### config.mk
export PLATFORM = sky130hd
export DESIGN_NAME = bcd_updown_counter_fnd_ctrl
export DESIGN_NICKNAME = d
export VERILOG_FILES = /design/src/rtl/bcd_updown_counter_fnd_ctrl.sv
export SDC_FILE = /design/constraint.sdc
export NUM_CORES = 1
export LEC_CHECK = 0
export CAP_MARGIN = 20
export CORE_ASPECT_RATIO = 0.7
export CORE_MARGIN = 3
export CORE_UTILIZATION = 45
export DETAILED_ROUTE_END_ITERATION = 8
export PLACE_DENSITY = 0.73
export SLEW_MARGIN = 20
export SYNTH_ARGS = -nofsm -noshare
export SYNTH_HDL_FRONTEND = slang
export SYNTH_SLANG_ARGS = --single-unit
### constraint.sdc
create_clock -name clk -period 3.9 [get_ports clk]
set_clock_uncertainty 0.2 [all_clocks]
set_input_delay 0.39 -clock clk [delete_from_list [all_inputs] [get_ports clk]]
set_output_delay 0.39 -clock clk [all_outputs]
set_load 0.005 [all_outputs]
### src/rtl/bcd_updown_counter_fnd_ctrl.sv
// N-digit BCD up/down counter with debounced dir/run/clear buttons and a time-multiplexed FND scan driver.
// Optional build macro FND_LEAD_ZERO_BLANK_EN: blank leading-zero digits on the segment bus.
module bcd_updown_counter_fnd_ctrl #(
  parameter int unsigned DIGITS    = 4,
  parameter int unsigned TICK_DIV  = 62_500_000,
  parameter int unsigned DEBNC_DIV = 32_768,
  parameter int unsigned SCAN_DIV  = 125_000
) (
  input  logic                  clk,
  input  logic                  rst,
  input  logic                  btn_dir,
  input  logic                  btn_run,
  input  logic                  btn_clr,
  output logic [7:0]            seg_7,
  output logic [DIGITS-1:0]     com,
  output logic [4*DIGITS-1:0]   count_bcd,
  output logic                  up,
  output logic                  running
);

  localparam int unsigned CNT_W   = 4 * DIGITS;
  localparam int unsigned TICK_W  = $clog2(TICK_DIV);
  localparam int unsigned DEBNC_W = $clog2(DEBNC_DIV);
  localparam int unsigned SCAN_W  = $clog2(SCAN_DIV);
  localparam int unsigned IDX_W   = (DIGITS > 1) ? $clog2(DIGITS) : 1;
  localparam int unsigned NBTN    = 3;

  localparam int unsigned BTN_DIR = 0;
  localparam int unsigned BTN_RUN = 1;
  localparam int unsigned BTN_CLR = 2;

  // Active-low gfedcba pattern for one BCD digit
  function automatic logic [6:0] seg7_decode(input logic [3:0] d);
    logic [6:0] s;
    case (d)
      4'd0:    s = 7'h40;
      4'd1:    s = 7'h79;
      4'd2:    s = 7'h24;
      4'd3:    s = 7'h30;
      4'd4:    s = 7'h19;
      4'd5:    s = 7'h12;
      4'd6:    s = 7'h02;
      4'd7:    s = 7'h78;
      4'd8:    s = 7'h00;
      4'd9:    s = 7'h10;
      default: s = 7'h7F;
    endcase
    return s;
  endfunction

  // One BCD step with ripple carry (inc=1) or borrow (inc=0); wraps at all-9s / all-0s
  function automatic logic [CNT_W-1:0] bcd_step(input logic [CNT_W-1:0] v, input logic inc);
    logic [CNT_W-1:0] r;
    logic             c;
    logic [3:0]       d;
    r = v;
    c = 1'b1;
    for (int k = 0; k < DIGITS; k++) begin
      d = v[4*k +: 4];
      if (c) begin
        if (inc) begin
          if (d == 4'd9) begin
            r[4*k +: 4] = 4'd0;
          end else begin
            r[4*k +: 4] = d + 4'd1;
            c = 1'b0;
          end
        end else begin
          if (d == 4'd0) begin
            r[4*k +: 4] = 4'd9;
          end else begin
            r[4*k +: 4] = d - 4'd1;
            c = 1'b0;
          end
        end
      end
    end
    return r;
  endfunction

  logic [NBTN-1:0]    w_btn_raw;
  logic [NBTN-1:0]    r_btn_meta;
  logic [NBTN-1:0]    r_btn_sync;
  logic [NBTN-1:0]    r_btn_smp;
  logic [NBTN-1:0]    r_btn_lvl;
  logic [NBTN-1:0]    r_btn_lvl_d;
  logic [NBTN-1:0]    w_btn_agree;
  logic [NBTN-1:0]    w_press;
  logic [DEBNC_W-1:0] r_debnc_cnt;
  logic               w_debnc_en;

  logic [TICK_W-1:0]  r_tick_cnt;
  logic [TICK_W-1:0]  w_tick_cnt_nxt;
  logic               w_tick;
  logic [CNT_W-1:0]   r_count;
  logic [CNT_W-1:0]   w_count_nxt;
  logic               r_up;
  logic               w_up_nxt;
  logic               r_running;
  logic               w_running_nxt;

  logic [SCAN_W-1:0]  r_scan_cnt;
  logic               w_scan_wrap;
  logic [IDX_W-1:0]   r_scan_idx;
  logic [3:0]         w_digit;
  logic               w_blank;
  logic [DIGITS-1:0]  w_com_nxt;
  logic [DIGITS-1:0]  r_com;
  logic [7:0]         r_seg;

  assign w_btn_raw = {btn_clr, btn_run, btn_dir};

  // Two-flop synchronisers for the raw asynchronous buttons
  always_ff @(posedge clk or negedge rst) begin
    if (!rst) begin
      r_btn_meta <= '0;
      r_btn_sync <= '0;
    end else begin
      r_btn_meta <= w_btn_raw;
      r_btn_sync <= r_btn_meta;
    end
  end

  assign w_debnc_en  = (r_debnc_cnt == DEBNC_W'(DEBNC_DIV - 1));
  assign w_btn_agree = ~(r_btn_sync ^ r_btn_smp);

  // Debounced level follows the input only after two consecutive equal samples
  always_ff @(posedge clk or negedge rst) begin
    if (!rst) begin
      r_debnc_cnt <= '0;
      r_btn_smp   <= '0;
      r_btn_lvl   <= '0;
      r_btn_lvl_d <= '0;
    end else begin
      r_debnc_cnt <= w_debnc_en ? '0 : r_debnc_cnt + DEBNC_W'(1);
      r_btn_lvl_d <= r_btn_lvl;
      if (w_debnc_en) begin
        r_btn_smp <= r_btn_sync;
        r_btn_lvl <= (r_btn_lvl & ~w_btn_agree) | (r_btn_sync & w_btn_agree);
      end
    end
  end

  assign w_press = r_btn_lvl & ~r_btn_lvl_d;
  assign w_tick  = r_running && (r_tick_cnt == TICK_W'(TICK_DIV - 1));

  // Counter next state: clear beats tick; toggles act on their own registers
  always_comb begin
    w_count_nxt    = r_count;
    w_tick_cnt_nxt = r_tick_cnt;
    w_up_nxt       = r_up;
    w_running_nxt  = r_running;
    if (w_press[BTN_CLR]) begin
      w_count_nxt    = '0;
      w_tick_cnt_nxt = '0;
    end else begin
      if (r_running) begin
        w_tick_cnt_nxt = w_tick ? '0 : r_tick_cnt + TICK_W'(1);
      end
      if (w_tick) begin
        w_count_nxt = bcd_step(r_count, r_up);
      end
    end
    if (w_press[BTN_DIR]) begin
      w_up_nxt = ~r_up;
    end
    if (w_press[BTN_RUN]) begin
      w_running_nxt = ~r_running;
    end
  end

  always_ff @(posedge clk or negedge rst) begin
    if (!rst) begin
      r_tick_cnt <= '0;
      r_count    <= '0;
      r_up       <= 1'b1;
      r_running  <= 1'b1;
    end else begin
      r_tick_cnt <= w_tick_cnt_nxt;
      r_count    <= w_count_nxt;
      r_up       <= w_up_nxt;
      r_running  <= w_running_nxt;
    end
  end

  assign w_scan_wrap = (r_scan_cnt == SCAN_W'(SCAN_DIV - 1));

  always_ff @(posedge clk or negedge rst) begin
    if (!rst) begin
      r_scan_cnt <= '0;
      r_scan_idx <= '0;
    end else begin
      r_scan_cnt <= w_scan_wrap ? '0 : r_scan_cnt + SCAN_W'(1);
      if (w_scan_wrap) begin
        r_scan_idx <= (r_scan_idx == IDX_W'(DIGITS - 1)) ? '0 : r_scan_idx + IDX_W'(1);
      end
    end
  end

  // Select the scanned digit and build its active-low common
  always_comb begin
    w_digit   = 4'd0;
    w_com_nxt = '1;
    for (int k = 0; k < DIGITS; k++) begin
      if (r_scan_idx == IDX_W'(k)) begin
        w_digit      = r_count[4*k +: 4];
        w_com_nxt[k] = 1'b0;
      end
    end
  end

`ifdef FND_LEAD_ZERO_BLANK_EN
  logic w_lz;

  // Blank digit k>0 when it and every higher digit are zero
  always_comb begin
    w_lz    = 1'b1;
    w_blank = 1'b0;
    for (int k = DIGITS - 1; k >= 0; k--) begin
      w_lz = w_lz & (r_count[4*k +: 4] == 4'd0);
      if ((k != 0) && (r_scan_idx == IDX_W'(k)) && w_lz) begin
        w_blank = 1'b1;
      end
    end
  end
`else
  assign w_blank = 1'b0;
`endif

  // com and seg_7 share one register stage so they always change together
  always_ff @(posedge clk or negedge rst) begin
    if (!rst) begin
      r_com <= '1;
      r_seg <= 8'hFF;
    end else begin
      r_com <= w_com_nxt;
      r_seg <= w_blank ? 8'hFF : {1'b1, seg7_decode(w_digit)};
    end
  end

  assign seg_7     = r_seg;
  assign com       = r_com;
  assign count_bcd = r_count;
  assign up        = r_up;
  assign running   = r_running;

endmodule

==> reports/summary.txt <==
cell taking the most area after synthesis: dfrtp_1
r2r startpoint: count_bcd[4]
synth top area cells: dfrtp_1, dfstp_2, ha_1, nand2_1, xnor2_1
number of global-route vias before repair: 4318
dpl hpwl: 8451 µm
Post-Route Setup TNS: 0 ns
initial antenna violation count: 0
Worst slew margin: 43.85%
Final ANT Viol Nets: 0
post-synth top area share: 41.14%
first-pass GRT wire length: 21150 µm
CTS Sinks: 104
Cells after DPL: 755
post_cts resized: 0
Routed WL: 12230 µm
die width: 138.6 µm
outcome: finished clean
Via Count: 4364
Overflow after GRT: 0
Post-route DRC: 0
clk buf depth: 2
num rows: 33
total CTS buffers: 9
most frequent cell after synthesis: dfrtp_1
CP Cell Sequence: inv_1 > ha_1 > or3b_2 > a21oi_1 > or4b_1 > or4_1 > a21oi_1
htree depth: 3
ant diodes: 0
crit-path max cell delay: 0.60 ns
Reg clk slew, reported paths: 0.07 ns
number of DRC markers in iteration 0: 321
Total GRT Usage: 18.69%
Die H: 98.79 µm
number of cells produced by synthesis: 588
Hold Vio Cnt, Final: 0
FILL cells: 1022
CTS tree: yes
CP Launch Point: count_bcd[4]
Tot Pwr: 1.982 mW
fin nets: 636
Worst Setup End Kind: register
Clock Latency Late Sink: 0.34 ns
most numerous cell on the critical path: a21oi_1
#FFs+latches synth: 104
synth warn: 0
total setup buffers inserted after CTS: 0
wire per inst: 15.85 µm
synthesized cell area: 5535 µm²
IO buf count: 33
RSZ-0062 raised after global routing: no
crit path launch type: register
worst vdd ir: 0.2710 mV
pwr dens: 315.1 nW/µm²
syn_nets: 614
Post-synth ARST share: 100.0%
Setup CP Type: reg -> reg
fin crit share: 79.71%
I/O Pins: 35
Finished Layout Cells: 772
Pins Over Slew Limit: 0
final setup fails: 0
largest net degree at the start of global routing: 67
GPL Wtd Cong: 0.9740
area occupied by registers: 2619 µm²
die area: 13690 µm²
area of the multi-input gates: 2696 µm²
Primary FF master, synth: dfrtp_1
drt first pass iters: 5
Area Growth Syn to Fin: 13.65%
sequential area share after synthesis: 47.31%
crit path DAT: 3.18 ns
CTS Root Cell: clkbuf_16
worst-path fanout max: 7
EDFF count, synth: 0
Max-Cap Viols: 0
Starting Density: 46.71%
Post-Syn Area per Cell: 9.414 µm²
Tightest Hold Check Type: reg -> reg
Core Region: 11850 µm²
Crit-path slowest cell: or4b_1
Via density: 5.653
FMAX: 321.7 MHz
Worst-Margin Slew: 0.8358 ns
number of distinct library cells after synthesis: 63
critical path required time: 3.97 ns
synth cell count leaders: dfrtp_1, nand2_1, nor2_1
leak pwr: 2.715 nW
hold_sp: r_btn_meta[2]
crit path time final: 3.109 ns
share of layout cells above drive strength 1: 7.480%
## repair_timing
item	CTS	global route
setup endpoints to repair	0	0
hold buffers	1	0
endpoints found under the hold margin	52	0
## per-stage QoR
stage / setup slack, ns / utilization, % / hold WS (ns) / instance area, µm²
after detailed placement: 0.8329 / 50.54 / 0.1405 / 5989
after global routing: 0.5842 / 53.09 / 0.1586 / 6291
final: 0.7912 / 53.09 / 0.1512 / 6291
after CTS: 0.8056 / 53.09 / 0.1544 / 6291
after global placement: 0.8643 / 50.54 / 0.1335 / 5989
after floorplan: 1.008 / - / -0.1056 / 5535
## flip-flops by register name (all words and copies together) (netlist names), named ones only
register / count
r_tick_cnt: 26
r_scan_cnt: 17
count_bcd: 16
r_debnc_cnt: 15
seg_7: 7
com: 4
r_btn_lvl_d: 3
r_btn_meta: 3
r_btn_smp: 3
r_btn_sync: 3
r_scan_idx: 2
running: 1
up: 1
## layer usage
layer  GRT usage, %  part of all wire, %
met4          5.998                  1.7
met3          4.801                  5.7
met2          27.21                   43
met1          27.41                   49
met5              0                    0
## critical path: cells and delay by family, from the launching register on
kind,cells,cell delay (ns)
buffers and inverters,1,0.16
flip-flops,1,0.45
adder cells (fa/ha/maj),1,0.27
AND/OR/NAND/NOR,3,1.62
AO/OA/AOI/OAI,2,0.35
## cells in the final DEF, fill, tap and decap left out, types with 13 or more instances in the layout
| master | Yosys | layout |
|---|---|---|
| dfrtp_1 | 91 | 91 |
| nand2_1 | 65 | 65 |
| nor2_1 | 54 | 54 |
| clkdlybuf4s50_1 | 0 | 32 |
| nand3_1 | 28 | 28 |
| inv_1 | 28 | 28 |
| xnor2_1 | 25 | 25 |
| a21oi_1 | 25 | 25 |
| nor3_1 | 24 | 24 |
| xor2_1 | 22 | 22 |
| ha_1 | 21 | 21 |
| o21ai_0 | 21 | 20 |
| nand4_1 | 13 | 13 |
| dfstp_2 | 13 | 13 |
## kinds of logic (layout without fill, tap and decap cells)
| logic type | count (synthesis) | in the layout | share of synthesized area (%) |
|---|---|---|---|
| simple gates | 248 | 248 | 22.40 |
| flops | 104 | 104 | 47.31 |
| compound gates | 98 | 98 | 11.64 |
| buf+inv | 57 | 84 | 3.978 |
| xor+xnor | 47 | 47 | 7.437 |
| fa+ha+maj | 21 | 21 | 4.747 |
| mux | 12 | 12 | 2.419 |
| other cells | 1 | 1 | 0.06775 |
## power breakdown
part	total, mW	leakage, nW	internal [mW]	switching (mW)
Combinational	0.0269	1.21	0.00525	0.0217
Sequential	1.08	1.36	1.08	0.00174
Clock	0.872	0.137	0.458	0.414
Total	1.98	2.72	1.55	0.437
## cell type report
type / count / area share [%]
sequential: 104 / 41.63
timing repair buffer: 40 / 6.086
tap: 157 / 3.123
clock inverter: 6 / 0.8353
clock buffer: 10 / 3.799
multi-input combinational: 427 / 42.86
inverter: 28 / 1.671
## path summary, 6_finish.rpt
check,end,slack [ns],cells past startpoint
setup / recovery,count_bcd[9],0.79,7
hold / removal,r_btn_sync[2],0.15,0
setup reg to reg,count_bcd[9],0.79,7
hold reg to reg,r_btn_sync[2],0.15,0
max in group asynchronous,running,2.17,3
min in group asynchronous,r_debnc_cnt[8],0.48,2
Power figures use the tool's default switching activity.
